==> src/rtl/object_scan_renderer.sv <==
// Object sprite sweep: issues (y, distance) colour queries in raster order and
// turns each response into one VGA pixel write. Optional macro: SKIP_TRANSPARENT_EN.
module object_scan_renderer #(
  parameter int         Y_TOP         = 60,
  parameter int         Y_BOTTOM      = 119,
  parameter int         WIDTH         = 16,
  parameter int         QUERY_LATENCY = 1,
  parameter int         SCREEN_W      = 160,
  parameter logic [2:0] TRANSPARENT   = 3'b011
) (
  input  logic       clock,
  input  logic       reset,
  input  logic       start,
  input  logic [7:0] base_x,
  output logic [6:0] obj_y,
  output logic [3:0] obj_distance,
  input  logic [2:0] obj_colour,
  output logic [7:0] vga_x,
  output logic [6:0] vga_y,
  output logic [2:0] vga_colour,
  output logic       plot,
  output logic       busy,
  output logic       done
);

  localparam int CW = (QUERY_LATENCY > 1) ? $clog2(QUERY_LATENCY) : 1;
`ifdef SKIP_TRANSPARENT_EN
  localparam bit SKIP_EN = 1'b1;
`else
  localparam bit SKIP_EN = 1'b0;
`endif

  typedef enum logic [2:0] {S_IDLE, S_QUERY, S_WAIT, S_PLOT, S_DONE} state_t;

  state_t          state_reg, state_next;
  logic [7:0]      base_reg;
  logic [6:0]      y_reg;
  logic [3:0]      dist_reg;
  logic [CW-1:0]   cnt_reg;
  logic [8:0]      x_sum_reg;
  logic [6:0]      vga_y_reg;
  logic [2:0]      colour_reg;

  logic last_wait, last_col, last_row, clipped, skipped;

  assign last_wait = (cnt_reg == CW'(QUERY_LATENCY - 1));
  assign last_col  = (dist_reg == 4'(WIDTH - 1));
  assign last_row  = (y_reg == 7'(Y_BOTTOM));
  // The sum is kept 9 bits wide so that columns past the right edge clip
  // instead of wrapping back onto the screen.
  assign clipped   = (x_sum_reg >= 9'(SCREEN_W));
  assign skipped   = SKIP_EN && (colour_reg == TRANSPARENT);

  always_ff @(posedge clock) begin
    if (reset) state_reg <= S_IDLE;
    else       state_reg <= state_next;
  end

  always_comb begin
    state_next = state_reg;
    case (state_reg)
      S_IDLE:  if (start) state_next = S_QUERY;
      S_QUERY: state_next = S_WAIT;
      S_WAIT:  if (last_wait) state_next = S_PLOT;
      S_PLOT:  state_next = (last_col && last_row) ? S_DONE : S_QUERY;
      S_DONE:  state_next = S_IDLE;
      default: state_next = S_IDLE;
    endcase
  end

  always_comb begin
    plot = 1'b0;
    busy = 1'b1;
    done = 1'b0;
    case (state_reg)
      S_IDLE:  busy = 1'b0;
      S_PLOT:  plot = !clipped && !skipped;
      S_DONE:  done = 1'b1;
      default: ;
    endcase
  end

  always_ff @(posedge clock) begin
    if (reset) begin
      base_reg   <= '0;
      y_reg      <= 7'(Y_TOP);
      dist_reg   <= '0;
      cnt_reg    <= '0;
      x_sum_reg  <= '0;
      vga_y_reg  <= '0;
      colour_reg <= '0;
    end else begin
      case (state_reg)
        S_IDLE: if (start) begin
          base_reg <= base_x;
          y_reg    <= 7'(Y_TOP);
          dist_reg <= '0;
        end
        S_QUERY: cnt_reg <= '0;
        S_WAIT: begin
          cnt_reg <= cnt_reg + 1'b1;
          // Response and pixel coordinates are captured together so they
          // stay aligned through the whole PLOT cycle.
          if (last_wait) begin
            colour_reg <= obj_colour;
            x_sum_reg  <= {1'b0, base_reg} + {5'b0, dist_reg};
            vga_y_reg  <= y_reg;
          end
        end
        S_PLOT: if (!(last_col && last_row)) begin
          if (last_col) begin
            dist_reg <= '0;
            y_reg    <= y_reg + 1'b1;
          end else begin
            dist_reg <= dist_reg + 1'b1;
          end
        end
        default: ;
      endcase
    end
  end

  assign obj_y        = y_reg;
  assign obj_distance = dist_reg;
  assign vga_x        = x_sum_reg[7:0];
  assign vga_y        = vga_y_reg;
  assign vga_colour   = colour_reg;

endmodule
==> config.mk <==
export PLATFORM = sky130hd
export DESIGN_NAME = object_scan_renderer
export DESIGN_NICKNAME = d
export VERILOG_FILES = /design/src/rtl/object_scan_renderer.sv
export SDC_FILE = /design/constraint.sdc
export NUM_CORES = 1
export LEC_CHECK = 0
export ABC_AREA = 1
export CORE_UTILIZATION = 30
export DETAILED_ROUTE_END_ITERATION = 8
export MAX_ROUTING_LAYER = met4
export PLACE_DENSITY = 0.54
export SLEW_MARGIN = 20
export SYNTH_ARGS = -nofsm -noshare
export SYNTH_HDL_FRONTEND = slang
export SYNTH_SLANG_ARGS = --single-unit
==> constraint.sdc <==
create_clock -name clock -period 2.1 [get_ports clock]
set_clock_uncertainty 0.1 [all_clocks]
set_input_delay 0.21 -clock clock [delete_from_list [all_inputs] [get_ports clock]]
set_output_delay 0.21 -clock clock [all_outputs]
set_load 0.01 [all_outputs]
==> results of run 1 <==
==> worst paths after layout <==
kind                         from  cells after the start            to  slack, ns
setup / recovery     state_reg[2]                      3          done       0.08
hold / removal        base_reg[0]                      2   base_reg[0]       0.37
setup reg to reg  obj_distance[1]                      9  x_sum_reg[6]       0.28
hold reg to reg       base_reg[0]                      2   base_reg[0]       0.37
==> per-layer routing <==
metal / up-vias / track usage (%) / part of all wire, % / wire length (µm)
li1: 1011 / - / - / -
met1: 854 / 17.08 / 46 / 2352
met2: 32 / 26.84 / 50 / 2545
met3: 6 / 3.465 / 3.4 / 176
met4: 0 / 4.091 / 1.1 / 55
met5: - / - / 0 / 0
==> power breakdown <==
group	total [mW]	leakage, nW	internal, mW	switching, mW
Combinational	0.431	0.738	0.205	0.227
Sequential	0.940	0.344	0.873	0.0673
Clock	0.524	0.0441	0.234	0.291
Total	1.90	1.13	1.31	0.585
==> placed cells by master (no fill, tap or decap), types with 2 or more instances in the layout <==
master                            instances
sky130_fd_sc_hd__a21oi_1                 23
sky130_fd_sc_hd__nor3_1                   3
sky130_fd_sc_hd__nand4_1                  7
sky130_fd_sc_hd__dfxtp_1                 40
sky130_fd_sc_hd__nand2_1                 50
sky130_fd_sc_hd__nand3b_1                 4
sky130_fd_sc_hd__clkdlybuf4s50_1         45
sky130_fd_sc_hd__or2_2                    3
sky130_fd_sc_hd__clkbuf_8                 5
sky130_fd_sc_hd__nand2_2                  2
sky130_fd_sc_hd__o211ai_1                 2
sky130_fd_sc_hd__nor2_1                  23
sky130_fd_sc_hd__buf_4                    3
sky130_fd_sc_hd__nand3_2                  3
sky130_fd_sc_hd__o21ai_1                  2
sky130_fd_sc_hd__ha_1                     6
sky130_fd_sc_hd__o21ai_0                 23
sky130_fd_sc_hd__nand3_1                 32
sky130_fd_sc_hd__inv_1                   28
sky130_fd_sc_hd__nor2_2                   2
sky130_fd_sc_hd__dfxtp_2                  2
==> logic make-up after synthesis <==
group / after synthesis / share of synthesized area [%]
XOR/XNOR: 1 / 0.4135
AND/OR/NAND/NOR: 134 / 31.25
adder cells (fa/ha/maj): 7 / 4.489
buffers and inverters: 47 / 10.99
AO/OA/AOI/OAI: 53 / 13.17
flip-flops: 42 / 39.69
==> per-stage QoR <==
step	hold slack [ns]	utilization, %	power, mW
after floorplan	0.2449	-	1.218
after global placement	0.3613	38.47	1.388
after detailed placement	0.3606	38.47	1.390
after CTS	0.3766	39.87	1.928
after global routing	0.3833	39.91	2.022
final	0.3733	39.91	1.895
==> cell usage after synthesis, types with 3 or more instances <==
master / number / area (µm²)
sky130_fd_sc_hd__clkbuf_1: 4 / 15.01
sky130_fd_sc_hd__nand4_1: 7 / 43.79
sky130_fd_sc_hd__inv_1: 28 / 105.1
sky130_fd_sc_hd__nand3_1: 32 / 160.2
sky130_fd_sc_hd__nor3_1: 4 / 20.02
sky130_fd_sc_hd__buf_4: 10 / 75.07
sky130_fd_sc_hd__o21ai_0: 23 / 115.1
sky130_fd_sc_hd__nand2_1: 50 / 187.7
sky130_fd_sc_hd__a21oi_1: 23 / 115.1
sky130_fd_sc_hd__nor2_1: 23 / 86.33
sky130_fd_sc_hd__nand3_2: 3 / 30.03
sky130_fd_sc_hd__ha_1: 6 / 75.07
sky130_fd_sc_hd__dfxtp_1: 42 / 840.8
sky130_fd_sc_hd__nand3b_1: 4 / 30.03
sky130_fd_sc_hd__or2_2: 3 / 18.77
==> timing repair <==
item	in CTS	in global routing
endpoints found under the setup margin	1	1
hold buffers	0	0
endpoints found under the hold margin	0	0
gates resized for setup	1	2
==> cell type report <==
type	count	area, µm²
fillers	717	4083
multi-input cells	195	1050
clock buffers	5	68.82
inverters	30	115.1
flip-flops and latches	42	843.3
clock inverters	3	21.27
repair buffers	49	493.0
well taps	96	120.1
==> critical path, cell delays in order, from the launching register on <==
cell                              delay [ns]
sky130_fd_sc_hd__dfxtp_1                0.44
sky130_fd_sc_hd__inv_1                  0.12
sky130_fd_sc_hd__nor3_1                 0.26
sky130_fd_sc_hd__clkdlybuf4s50_1        0.60
==> load_flow_metrics.sql, run 1 <==
INSERT INTO impl_metrics (metric_group, metric, value, unit) VALUES
('final_layout', 'num_antenna_cells', '0', ''),
('timing', 'grt_setup_unrepaired', 'false', ''),
('timing', 'report.final.hold_viol_count', '0', ''),
('drt', 'drt_drc_violations_left', '0', ''),
('clock_tree', 'clk-insertion-delay-late', '0.30', 'ns'),
('drt', 'viasPerCell', '4.531', ''),
('pwr', 'ir_worst_vdd', '265.6', 'µV'),
('run', 'max_cap_violations', '0', ''),
('drt', 'route.vias.total', '1903', ''),
('synth', 'syn_area_per_cell', '7.459', 'µm²'),
('synth', 'post_synth_instance_area', '0.002118', 'mm²'),
('drt', 'route.final.wire_length', '5.129', 'mm'),
('worst_setup_path', 'critical_path_rt', '1.79', 'ns'),
('clock_tree', 'cts_root_buf', 'sky130_fd_sc_hd__clkbuf_8', ''),
('grt', 'grt_pass1_wl', '8.466', 'mm'),
('floorplanning', 'core_region_area', '0.006794', 'mm²'),
('clock_tree', 'cts_tree', 'yes', ''),
('floorplanning', 'floorplan.die_area', '0.007401', 'mm²'),
('timing', 'final-setup-viol-count', '0', ''),
('placement', 'place.gp.congestion', '0.8460', ''),
('final_layout', 'stdcell_area', '0.002711', 'mm²'),
('floorplanning', 'dieHeight', '86.03', 'µm'),
('timing', 'slew_headroom', '74.07', '%'),
('drt', 'detail_route.wl_per_cell', '12.21', 'µm'),
('drt', 'drt_pre_antenna_iters', '4', ''),
('timing', 'finalCritPeriodShare', '96.30', '%'),
('grt', 'grt_antenna_before_repair', '0', ''),
('synth', 'synth_seq_cells', '42', ''),
('pwr', 'power.density_cell_area', '699.1', 'mW/mm²'),
('synth', 'syn_nets', '305', ''),
('clock_tree', 'postCtsSetupRepairBufs', '0', ''),
('floorplanning', 'start_util', '31.18', '%'),
('worst_setup_path', 'data_arrival_time_of_the_critical_path', '1.71', 'ns'),
('floorplanning', 'placementRows', '30', ''),
('final_layout', 'layout.cells.non_filler', '420', ''),
('final_layout', 'largest_register_ff_count', '9', ''),
('status', 'status', 'completed', ''),
('timing', 'layout_setup_ws', '0.07773', 'ns'),
('clock_tree', 'cts_made_buffers', '5', ''),
('placement', 'place_area', '0.002614', 'mm²'),
('worst_setup_path', 'cp_endpoint_kind', 'output pin', ''),
('final_layout', 'post_route_cells_drive_above_1_share', '9.877', '%'),
('synth', 'synth_cell_type_count', '32', ''),
('pwr', 'power.leakage', '1.126', 'nW'),
('synth', 'seq_area_frac_synth', '39.69', '%'),
('worst_hold_path', 'class_of_the_most_critical_hold_timing_path', 'flop to flop', ''),
('clock_tree', 'cts-htree-levels', '2', ''),
('placement', 'buffer_ports.inserted', '45', ''),
('grt', 'grt_overflow', '0', ''),
('grt', 'maximum_number_of_pins_on_one_net_before_global_route_repair', '29', ''),
('floorplanning', 'dieWidth', '86.03', 'µm'),
('drt', 'final_antenna_net_count', '0', ''),
('floorplanning', 'io_pins', '46', ''),
('final_layout', 'num-nets-final', '344', ''),
('drt', 'detailedRoute.firstIterationViolations', '90', ''),
('worst_setup_path', 'setup.worst_path.class', 'flop to output pin', ''),
('clock_tree', 'clkSlewWorstSetupHoldPaths', '0.08', 'ns'),
('grt', 'grtUsageTotal', '15.16', '%'),
('worst_setup_path', 'start_kind', 'flop', ''),
('timing', 'period_minus_slack', '2.022', 'ns'),
('timing', 'fin_tns_setup', '0', 'ns'),
('placement', 'post-place-cells', '412', ''),
('worst_setup_path', 'crit_path_max_fanout', '4', ''),
('synth', 'syn_inst', '284', ''),
('synth', 'synthArstFlopShare', '0', '%'),
('final_layout', 'syn2layout_area_growth', '28.00', '%'),
('timing', 'achievable-frequency', '0.4945', 'GHz'),
('synth', 'synth-edff-count', '0', ''),
('placement', 'placement.setup.worst_slack', '0.2823', 'ns'),
('synth', 'postSynth.topFlopCell', 'sky130_fd_sc_hd__dfxtp_1', ''),
('timing', 'worst-slew-pin-transition', '0.3885', 'ns'),
('grt', 'vias_in_the_first_global_route', '1808', ''),
('synth', 'synth-warning-count', '0', ''),
('clock_tree', 'cts.path.max_buffers', '2', ''),
('clock_tree', 'number_of_sinks_handled_by_clock_tree_synthesis', '42', ''),
('placement', 'post_dp_hpwl', '3.692', 'mm'),
('timing', 'final_number_of_max_transition_violations', '0', '');
Note: power is estimated with default switching activity, not from simulation.
==> run 2: changes to the inputs <==
- SKIP_CTS_REPAIR_TIMING: default -> 1
==> load_flow_metrics.sql, run 2 (synthesized netlist as in run 1, its figures left out) <==
INSERT INTO impl_metrics (metric_group, metric, value, unit) VALUES
('final_layout', 'num_antenna_cells', '0', ''),
('timing', 'final-setup-viol-count', '0', ''),
('clock_tree', 'number_of_sinks_handled_by_clock_tree_synthesis', '42', ''),
('final_layout', 'post_route_cells_drive_above_1_share', '9.877', '%'),
('drt', 'viasPerCell', '4.552', ''),
('timing', 'report.final.hold_viol_count', '0', ''),
('worst_setup_path', 'start_kind', 'flop', ''),
('worst_hold_path', 'class_of_the_most_critical_hold_timing_path', 'flop to flop', ''),
('clock_tree', 'cts_root_buf', 'sky130_fd_sc_hd__clkbuf_8', ''),
('drt', 'drt_drc_violations_left', '0', ''),
('timing', 'finalCritPeriodShare', '96.57', '%'),
('worst_setup_path', 'setup.worst_path.class', 'flop to output pin', ''),
('pwr', 'proportion_of_power_drawn_by_flip_flops_and_latches', '49.5', '%'),
('grt', 'grtUsageTotal', '15.14', '%'),
('worst_setup_path', 'r2r_start', 'obj_distance[1]', ''),
('drt', 'detail_route.wl_per_cell', '12.25', 'µm'),
('status', 'status', 'completed', ''),
('pwr', 'power.leakage', '1.126', 'nW'),
('drt', 'route.vias.total', '1912', ''),
('pwr', 'clock_power_share', '27.8', '%'),
('pwr', 'cell_internal_pwr', '1.311', 'mW'),
('clock_tree', 'cts_made_buffers', '5', ''),
('floorplanning', 'floorplan.die_area', '0.007401', 'mm²'),
('final_layout', 'final_core_occ', '39.91', '%'),
('timing', 'grt_setup_unrepaired', 'false', ''),
('worst_hold_path', 'hold-path-endpoint', 'base_reg[0]', ''),
('drt', 'detailedRoute.firstIterationViolations', '87', ''),
('clock_tree', 'clk-insertion-delay-late', '0.30', 'ns'),
('worst_setup_path', 'crit_path_max_fanout', '4', ''),
('grt', 'grt_overflow', '0', ''),
('final_layout', 'stdcell_area', '0.002711', 'mm²'),
('floorplanning', 'dieWidth', '86.03', 'µm'),
('placement', 'post_dp_hpwl', '3.692', 'mm'),
('grt', 'grt_antenna_before_repair', '0', ''),
('timing', 'worst-slew-pin-transition', '0.3886', 'ns'),
('final_layout', 'final_cell_mix', 'sky130_fd_sc_hd__nand2_1 (50), sky130_fd_sc_hd__clkdlybuf4s50_1 (45), sky130_fd_sc_hd__dfxtp_1 (40), sky130_fd_sc_hd__nand3_1 (32), sky130_fd_sc_hd__inv_1 (28)', ''),
('timing', 'achievable-frequency', '0.4931', 'GHz'),
('final_layout', 'num-nets-final', '344', ''),
('floorplanning', 'io_pins', '46', ''),
('clock_tree', 'cts.path.max_buffers', '2', ''),
('worst_hold_path', 'hold_path_stages', '2', ''),
('worst_setup_path', 'rrSetupSlack', '0.27', 'ns'),
('pwr', 'power.net_switching', '0.5870', 'mW'),
('placement', 'place_area', '0.002614', 'mm²'),
('floorplanning', 'core_region_area', '0.006794', 'mm²'),
('worst_setup_path', 'r2r-end', 'x_sum_reg[6]', ''),
('pwr', 'ir_worst_vdd', '265.6', 'µV'),
('clock_tree', 'cts-htree-levels', '2', ''),
('floorplanning', 'dieHeight', '86.03', 'µm'),
('grt', 'vias_in_the_first_global_route', '1805', ''),
('worst_setup_path', 'rr_worst_depth', '9', ''),
('timing', 'slew_headroom', '74.07', '%'),
('final_layout', 'largest_register_ff_count', '9', ''),
('floorplanning', 'start_util', '31.18', '%'),
('worst_setup_path', 'cp_endpoint_kind', 'output pin', ''),
('worst_setup_path', 'critical_path_rt', '1.79', 'ns'),
('clock_tree', 'cts_tree', 'yes', ''),
('drt', 'drt_pre_antenna_iters', '4', ''),
('clock_tree', 'clkSlewWorstSetupHoldPaths', '0.08', 'ns'),
('placement', 'buffer_ports.inserted', '45', ''),
('drt', 'route.final.wire_length', '5.144', 'mm'),
('final_layout', 'syn2layout_area_growth', '28.00', '%'),
('run', 'max_cap_violations', '0', ''),
('placement', 'place.gp.congestion', '0.8460', ''),
('grt', 'maximum_number_of_pins_on_one_net_before_global_route_repair', '29', ''),
('timing', 'period_minus_slack', '2.028', 'ns'),
('grt', 'grt_pass1_wl', '8.452', 'mm'),
('worst_setup_path', 'data_arrival_time_of_the_critical_path', '1.72', 'ns'),
('timing', 'final_number_of_max_transition_violations', '0', ''),
('drt', 'final_antenna_net_count', '0', ''),
('floorplanning', 'placementRows', '30', ''),
('pwr', 'power_frac_comb', '22.7', '%'),
('final_layout', 'layout.cells.most_common', 'sky130_fd_sc_hd__nand2_1', ''),
('pwr', 'power.switching_fraction', '30.93', '%'),
('worst_hold_path', 'hold_path_startpoint', 'base_reg[0]', ''),
('pwr', 'power.density_cell_area', '700.0', 'mW/mm²');
==> run 2: cell counts in the layout (fill, tap and decap cells not counted) <==
No cell type changed its count.
==> run 2: worst max-delay path, stage by stage, from the launching register on <==
cell and delay [ns]:
sky130_fd_sc_hd__dfxtp_1 0.44, sky130_fd_sc_hd__inv_1 0.12, sky130_fd_sc_hd__nor3_1 0.26, sky130_fd_sc_hd__clkdlybuf4s50_1 0.60
==> run 2: per-stage QoR <==
step	hold slack (ns)	setup TNS, ns	setup slack (ns)	cells	power [mW]
after floorplan	0.2449	0	0.3122	284	1.218
after global placement	0.3613	0	0.3205	412	1.388
after detailed placement	0.3606	0	0.2823	412	1.390
after CTS	0.3766	-0.04660	-0.04660	420	1.926
after global routing	0.3833	0	0.005673	420	2.022
final	0.3737	0	0.07201	420	1.898
==> run 2: power by group through the flow <==
stage / clock, mW / sequential (mW) / combinational, mW
2_1_floorplan: 0 / 0.960 / 0.258
3_3_place_gp: 0 / 0.956 / 0.432
3_5_place_dp: 0 / 0.956 / 0.434
4_1_cts: 0.551 / 0.939 / 0.437
5_1_grt: 0.586 / 0.954 / 0.482
6_report: 0.527 / 0.940 / 0.431
==> run 2: worst max-delay path by stage <==
stage	start	endpoint	slack [ns]	depth (start not counted)
finish	state_reg[2]	done	0.07	3
global route	state_reg[2]	done	0.006	3
CTS	state_reg[1]	busy	-0.05	3
detailed placement	obj_distance[1]	x_sum_reg[6]	0.28	9
global placement	state_reg[1]	busy	0.32	3
floorplan	obj_distance[0]	x_sum_reg[6]	0.31	10
==> run 2: final cells by class <==
type | instances | area, µm²
inverter | 30 | 115.1
clock inverter | 3 | 21.27
timing repair buffer | 49 | 493.0
fill | 717 | 4083
sequential | 42 | 843.3
multi-input combinational | 195 | 1050
clock buffer | 5 | 68.82
tap | 96 | 120.1
==> run 2: metal layers <==
layer	vias to the layer above	wire [µm]	GRT usage, %
met4	0	55	4.091
met1	859	2343	17.02
met2	36	2551	26.84
met3	6	193	3.465
met5	-	0	-
li1	1011	-	-
==> run 3: changes to the inputs <==
- SKIP_CTS_REPAIR_TIMING: 1 -> default
==> results of run 3 <==
No change in the layout: final DEF, timing and power equal those of run 1.
